--- src/rtl/uart_tx_feeder.sv ---
// uart_tx_feeder: byte FIFO plus launch controller feeding a UART TX FSM.
// Ports: clk/rst (sync, active-high); wr_data/wr_en/flush host side;
//        full/empty/fifo_count/overflow status; tx_busy in from TX FSM;
//        tx_data/tx_data_valid out to TX FSM (one-cycle launch strobe).
module uart_tx_feeder #(
    parameter int DATA_WIDTH = 8,
    parameter int DEPTH      = 8,
    localparam int ADDR_WIDTH = $clog2(DEPTH)
) (
    input  logic                  clk,
    input  logic                  rst,
    input  logic [DATA_WIDTH-1:0] wr_data,
    input  logic                  wr_en,
    input  logic                  flush,
    output logic                  full,
    output logic                  empty,
    output logic [ADDR_WIDTH:0]   fifo_count,
    output logic                  overflow,
    input  logic                  tx_busy,
    output logic [DATA_WIDTH-1:0] tx_data,
    output logic                  tx_data_valid
);

    localparam logic [ADDR_WIDTH-1:0] PTR_ONE  = ADDR_WIDTH'(1);
    localparam logic [ADDR_WIDTH:0]   CNT_ONE  = (ADDR_WIDTH+1)'(1);
    localparam logic [ADDR_WIDTH:0]   CNT_FULL = (ADDR_WIDTH+1)'(DEPTH);

    typedef enum logic [1:0] {
        S_IDLE      = 2'd0,
        S_LAUNCH    = 2'd1,
        S_WAIT_BUSY = 2'd2,
        S_WAIT_DONE = 2'd3
    } state_t;

    state_t                r_state;
    state_t                w_state_nxt;
    logic [DATA_WIDTH-1:0] r_mem [DEPTH];
    logic [ADDR_WIDTH-1:0] r_wr_ptr;
    logic [ADDR_WIDTH-1:0] r_rd_ptr;
    logic [ADDR_WIDTH:0]   r_count;
    logic [DATA_WIDTH-1:0] r_tx_data;
    logic                  r_overflow;
    logic                  w_wr;
    logic                  w_drop;
    logic                  w_pop;

    assign full       = (r_count == CNT_FULL);
    assign empty      = (r_count == '0);
    assign fifo_count = r_count;
    assign overflow   = r_overflow;
    assign tx_data    = r_tx_data;

    // full is taken from the registered count, so a same-edge pop
    // cannot make room for a write. flush swallows any write.
    assign w_wr   = wr_en & ~full & ~flush & ~rst;
    assign w_drop = wr_en & full & ~flush;
    // Only launch from IDLE with the TX FSM idle; flush blocks the pop.
    assign w_pop  = (r_state == S_IDLE) & ~empty & ~tx_busy & ~flush;

    // Storage is deliberately not reset.
    always_ff @(posedge clk) begin
        if (w_wr) begin
            r_mem[r_wr_ptr] <= wr_data;
        end
    end

    always_ff @(posedge clk) begin
        if (rst) begin
            r_wr_ptr   <= '0;
            r_rd_ptr   <= '0;
            r_count    <= '0;
            r_tx_data  <= '0;
            r_overflow <= 1'b0;
        end else begin
            r_overflow <= w_drop;
            if (flush) begin
                r_wr_ptr <= '0;
                r_rd_ptr <= '0;
                r_count  <= '0;
            end else begin
                if (w_wr) begin
                    r_wr_ptr <= r_wr_ptr + PTR_ONE;
                end
                if (w_pop) begin
                    r_rd_ptr <= r_rd_ptr + PTR_ONE;
                end
                if (w_wr && !w_pop) begin
                    r_count <= r_count + CNT_ONE;
                end else if (w_pop && !w_wr) begin
                    r_count <= r_count - CNT_ONE;
                end
            end
            // Held between pops so the serializer sees a stable word.
            if (w_pop) begin
                r_tx_data <= r_mem[r_rd_ptr];
            end
        end
    end

    always_ff @(posedge clk) begin
        if (rst) begin
            r_state <= S_IDLE;
        end else begin
            r_state <= w_state_nxt;
        end
    end

    always_comb begin
        w_state_nxt   = r_state;
        tx_data_valid = 1'b0;
        case (r_state)
            S_IDLE: begin
                if (w_pop) begin
                    w_state_nxt = S_LAUNCH;
                end
            end
            S_LAUNCH: begin
                tx_data_valid = 1'b1;
                w_state_nxt   = S_WAIT_BUSY;
            end
            S_WAIT_BUSY: begin
                if (tx_busy) begin
                    w_state_nxt = S_WAIT_DONE;
                end
            end
            S_WAIT_DONE: begin
                if (!tx_busy) begin
                    w_state_nxt = S_IDLE;
                end
            end
            default: begin
                w_state_nxt = S_IDLE;
            end
        endcase
    end

endmodule
--- config.mk ---
export PLATFORM = sky130hd
export DESIGN_NAME = uart_tx_feeder
export DESIGN_NICKNAME = d
export VERILOG_FILES = /design/src/rtl/uart_tx_feeder.sv
export SDC_FILE = /design/constraint.sdc
export NUM_CORES = 1
export LEC_CHECK = 0
export BUFFER_PORTS_ARGS = -buffer_cell sky130_fd_sc_hd__buf_4
export CELL_PAD_IN_SITES_DETAIL_PLACEMENT = 1
export CELL_PAD_IN_SITES_GLOBAL_PLACEMENT = 1
export CORE_ASPECT_RATIO = 0.6
export CORE_MARGIN = 10
export CORE_UTILIZATION = 35
export DETAILED_ROUTE_END_ITERATION = 8
export PLACE_DENSITY = 0.6
export SETUP_SLACK_MARGIN = 0.3
export SYNTH_ARGS = -nofsm -noshare
export SYNTH_HDL_FRONTEND = slang
export SYNTH_SLANG_ARGS = --single-unit
--- constraint.sdc ---
create_clock -name clk -period 4.65 [get_ports clk]
set_input_delay 0.6975 -clock clk [delete_from_list [all_inputs] [get_ports clk]]
set_output_delay 0.6975 -clock clk [all_outputs]
set_load 0.01 [all_outputs]
==> results of run 1 <==
-- power groups by stage --
stage | combinational [W] | sequential (W) | clock (W)
after floorplan | 0.0000769 | 0.000855 | 0
after global placement | 0.000128 | 0.000856 | 0
after detailed placement | 0.000130 | 0.000857 | 0
after CTS | 0.000131 | 0.000841 | 0.000790
after global routing | 0.000145 | 0.000842 | 0.000813
final | 0.000129 | 0.000841 | 0.000767
-- tightest hold or removal path: stages (launching register included) --
cell	delay [ns]
dfxtp_1	0.31
nor2_1	0.10
nor3_1	0.05
-- sequential cells by signal, indices dropped and copies added (netlist names) --
name and count:
overflow 1, r_rd_ptr 3, r_state 2, r_wr_ptr 3
tx_data 8, fifo_count 4, r_mem 64
-- cell families after synthesis --
family	count (synthesis)	share of synthesized area (%)
flip-flops	85	68.3
AND/OR/NAND/NOR	62	9.20
AO/OA/AOI/OAI	18	3.36
multiplexers	18	11.1
buffers and inverters	16	2.26
adder cells (fa/ha/maj)	11	4.23
XOR/XNOR	6	1.53
-- final timing paths --
kind,endpoint,slack [ns]
worst max-delay path,fifo_count[3],1.56
worst min-delay path,tx_data[1],0.50
worst max register to register,fifo_count[3],1.56
worst min register to register,tx_data[1],0.50
-- final cells by class --
| class | count | area [µm²] | area share [%] |
|---|---|---|---|
| Clock buffer | 12 | 246 | 6.00 |
| Clock inverter | 4 | 73.8 | 1.80 |
| Inverter | 8 | 30.0 | 0.731 |
| Multi-Input combinational cell | 115 | 1030 | 25.0 |
| Sequential cell | 85 | 2340 | 57.0 |
| Tap cell | 130 | 163 | 3.96 |
| Timing Repair Buffer | 30 | 225 | 5.48 |
-- layout by cell type (no fill, tap or decap), types with 5 or more instances in the layout --
master | Yosys | routed
edfxtp_1 | 64 | 64
o22ai_1 | 8 | 8
mux4_2 | 16 | 16
nor3_1 | 15 | 11
buf_4 | 1 | 30
ha_1 | 10 | 10
inv_1 | 7 | 7
dfxtp_1 | 21 | 21
clkbuf_16 | 0 | 9
nand3_1 | 5 | 5
nor2_1 | 24 | 24
-- layer usage --
metal | global-route usage, % | up-vias | wire (µm)
met2 | 15.5 | 37 | 3340
met1 | 15.6 | 958 | 3920
li1 | - | 899 | -
met3 | 4.04 | 9 | 347
met4 | 3.92 | 0 | 98
met5 | 0 | - | 0
-- stage by stage --
| step | worst slack (ns) | cells | utilization (%) | power [W] |
|---|---|---|---|---|
| final | 1.56 | 384 | 43.9 | 0.00174 |
| after CTS | 1.58 | 384 | 43.9 | 0.00176 |
| after global placement | 1.69 | 368 | 40.5 | 0.000984 |
| after detailed placement | 1.40 | 368 | 40.5 | 0.000987 |
| after global routing | 1.32 | 384 | 43.9 | 0.00180 |
| after floorplan | 1.94 | 216 | - | 0.000932 |
==> impl_metrics.json, run 1 <==
{
  "status": "finished clean",
  "via_per_inst": 4.96,
  "switching_share_pct": 21.1,
  "synthCells": 216,
  "cp_cell_sequence": "inv_1, ha_1, nor3b_1, and2_2, inv_1, ha_1, inv_1, ha_1, a21oi_1, nand3_1, a211oi_1, a31o_2",
  "fillers": 925,
  "ff2ff_path_depth": 12,
  "fin_skew_ns": 0.00701,
  "rsz0062_at_grt": "false",
  "start_kind": "register",
  "hold_depth": 2,
  "yosys_warnings": 0,
  "tritoncts": "done",
  "synth_area_um2": 3430,
  "nNetsFinal": 273,
  "netlist.area_leader.share_pct": 56.1,
  "clk_path_buf_depth": 2,
  "dpl_cell_area_um2": 3790,
  "peakVddDrop_uv": 205,
  "critical_path.slowest_cell": "nor3b_1",
  "cp_num_cells": 12,
  "pwr-share-clk_pct": 44.2,
  "drtAntennaViolNets": 0,
  "h-tree-depth": 3,
  "synth_area_leader_cell": "edfxtp_1",
  "synthTopCellsByArea": "edfxtp_1, dfxtp_1, mux4_2",
  "synth.avg_cell_area_um2": 15.9,
  "crit_type": "reg -> reg",
  "finalSetupViolCount": 0,
  "final-hold-violation-count": 0,
  "cts_root_buffer": "clkbuf_16",
  "clk-insertion-delay-late_ns": 0.34,
  "numCtsBuffers": 9,
  "synthTopCellsByCount": "edfxtp_1, nor2_1, dfxtp_1, mux4_2, nor3_1",
  "synth_enable_flop_cells": 64,
  "yosys.cell_types.count": 39,
  "grt.overflow.total": 0,
  "switchingPower_w": 0.000366,
  "cp_num_buf_inv": 3,
  "layout-drive-gt1-share_pct": 28.7,
  "track_usage_pct": 11.2,
  "cts_sinks": 85,
  "wl_per_cell_um": 20.0,
  "grt_pass1_vias": 2054,
  "dieArea_um2": 14300,
  "core_um2": 9360,
  "tightest_slew_ns": 0.954,
  "r2r_start": "r_state[1]",
  "worstPathArrival_ns": 3.38,
  "setup.worst_path.start": "r_state[1]",
  "period_share_pct": 66.5,
  "drc": 0,
  "hp-start": "tx_data[1]",
  "drv_cap": 0,
  "pwr-share-seq_pct": 48.4,
  "postCtsHoldBufs": 0,
  "finalMaxSlewViolations": 0,
  "synthArstFlopShare_pct": 0,
  "dr.pass1.iters": 4,
  "syn-num-nets": 240,
  "yosysSeqAreaShare_pct": 68.3,
  "drt-initial-drc-count": 63,
  "pwr-share-comb_pct": 7.4,
  "dp.final_hpwl_um": 5270,
  "power_density_nw_per_um2": 423,
  "fin_area_um2": 4110,
  "path_max_fanout": 11,
  "placement.io_buffers": 28,
  "grt_max_degree": 19,
  "antenna_found_initial": 0,
  "core.rowCount": 27,
  "ys_ff_latch": 85,
  "syn_to_final_growth_pct": 19.9,
  "hold_path_class": "reg -> reg",
  "endpoint_kind": "register",
  "period_needed_ns": 3.09,
  "max_freq_ghz": 0.323,
  "grt_first_pass_wirelength_um": 12100,
  "post_cts_buffers": 0,
  "die-height_um": 96.7,
  "start_util_pct": 36.6,
  "place_congestion": 0.749,
  "diodes": 0,
  "vias": 1903,
  "io_pins": 29,
  "max_stage_delay_ns": 0.45,
  "setup_tns_ns": 0,
  "wl_um": 7700,
  "path_clk_slew_ns": 0.06,
  "power_leakage_nw": 1.40,
  "cts_resized": 0,
  "fp.dieW_um": 148,
  "fin_hold_ws_ns": 0.502,
  "relSlewSlack_pct": 36.1,
  "intPower_w": 0.00137,
  "cpLargestDelayFamily": "simple AND/OR/NAND/NOR gates",
  "required_ns": 4.94,
  "synth-main-ff-cell": "edfxtp_1",
  "synth.most_common_cell": "edfxtp_1"
}
Note: power is estimated with default switching activity, not from simulation.
==> inputs of run 2 (changes only) <==
Settings changed: PLACE_DENSITY 0.6 to 0.62.
Clock period 4.65 ns to 2.6 ns, I/O delays scaled along.
==> impl_metrics.json, run 2 (synthesis gave the netlist of run 1 again) <==
{
  "status": "finished clean",
  "hp-start": "wr_data[7]",
  "path_clk_slew_ns": 0.06,
  "h-tree-depth": 3,
  "period_needed_ns": 2.29,
  "track_usage_pct": 10.5,
  "syn_to_final_growth_pct": 23.5,
  "core_um2": 9360,
  "max_freq_ghz": 0.437,
  "crit_type": "reg -> reg",
  "wl_um": 7370,
  "grt_first_pass_wirelength_um": 11400,
  "numCtsBuffers": 9,
  "layout-drive-gt1-share_pct": 37.6,
  "period_share_pct": 88.0,
  "via_per_inst": 4.95,
  "start_kind": "register",
  "place_ws_ns": 0.144,
  "io_pins": 29,
  "tritoncts": "done",
  "drtAntennaViolNets": 0,
  "fin_hold_ws_ns": 0.298,
  "wl_per_cell_um": 18.4,
  "postCtsHoldBufs": 0,
  "stdcell_count": 401,
  "fin_skew_ns": 0.00460,
  "drc": 0,
  "setup_tns_ns": 0,
  "drv_cap": 0,
  "clk-insertion-delay-late_ns": 0.32,
  "drt-initial-drc-count": 108,
  "place_congestion": 0.742,
  "rsz0062_at_grt": "true",
  "grt.overflow.total": 0,
  "setup_slack_ns": 0.312,
  "required_ns": 2.87,
  "dieArea_um2": 14300,
  "setup.worst_path.start": "r_state[1]",
  "regMostFlops": "r_mem",
  "antenna_found_initial": 0,
  "start_util_pct": 36.6,
  "core.rowCount": 27,
  "relSlewSlack_pct": 67.9,
  "power_leakage_nw": 1.46,
  "worst-r2r-setup-slack_ns": 0.31,
  "path_max_fanout": 4,
  "clk_path_buf_depth": 2,
  "dr.pass1.iters": 4,
  "worstPathArrival_ns": 2.55,
  "placement.io_buffers": 28,
  "grt_pass1_vias": 2059,
  "die-height_um": 96.7,
  "nNetsFinal": 290,
  "final-hold-violation-count": 0,
  "cts_sinks": 85,
  "power_density_nw_per_um2": 679,
  "peakVddDrop_uv": 406,
  "endpoint_kind": "register",
  "tightest_slew_ns": 0.480,
  "layout_common_cells": "edfxtp_1, buf_4, nor2_1",
  "vias": 1983,
  "dp.cells": 382,
  "diodes": 0,
  "final_common_cell": "edfxtp_1",
  "finalSetupViolCount": 0,
  "hold_path_class": "in -> reg",
  "cts_root_buffer": "clkbuf_16",
  "finalMaxSlewViolations": 0,
  "fp.dieW_um": 148,
  "dp.final_hpwl_um": 5040,
  "grt_max_degree": 19,
  "largest_reg_flops": 64,
  "r2r_start": "r_state[1]",
  "p_total_w": 0.00287
}
run 2: cell count changes in the layout (fill, tap and decap cells not counted), sizes merged:
cell / before / now
buf: 30 / 47
clkbuf: 12 / 14
bufinv: 2 / 0
run 2: power breakdown:
part           total [W]  switching, W  internal, W
sequential       0.00150     0.0000159      0.00148
clock            0.00111      0.000462     0.000645
combinational   0.000268      0.000140     0.000128
run 2: per-layer routing:
metal  vias to the layer above  global-route usage, %  wire length, µm  part of all wire, %
met5                         -                      0                0                    0
met2                        30                   15.7             3400                   46
met3                         8                   3.06              261                  3.5
met1                      1021                   14.3             3660                   50
li1                        924                      -                -                    -
met4                         0                   3.16               53                 0.72
run 2: what timing repair did:
action | CTS | global route
buffers inserted | 3 | 0
endpoints found under the setup margin | 2 | 2
pin swaps | 4 | 0
hold endpoints to repair | 0 | 0
gates resized for setup | 9 | 0
run 2: area by class of cell:
class                   instances  area, µm²
well taps                     130        163
fillers                       947       5120
inverters                       8       32.5
multi-input cells             115       1080
repair buffers                 47        353
clock inverters                 2       10.0
flip-flops and latches         85       2350
clock buffers                  14        244
run 2: per-stage QoR:
step	cell area [µm²]	utilization, %
floorplan	3490	-
global placement	3940	42.1
detailed placement	3940	42.1
CTS	4230	45.2
global route	4230	45.2
finish	4230	45.2
run 2: worst paths after layout:
check                                endpoint  cells after the start
worst max register to register  fifo_count[3]                     13
worst min-delay path              r_mem[7][7]                      1
worst min register to register     tx_data[0]                      2
worst max-delay path            fifo_count[3]                     13
run 2: critical path, cell delays in order, from the launching register on:
cell	delay, ns
dfxtp_2	0.35
inv_2	0.06
ha_2	0.18
nor3b_2	0.15
buf_4	0.14
and2_4	0.15
inv_2	0.05
ha_4	0.14
inv_4	0.05
ha_4	0.28
a21oi_2	0.06
a211o_1	0.31
a211oi_2	0.18
a31o_2	0.12
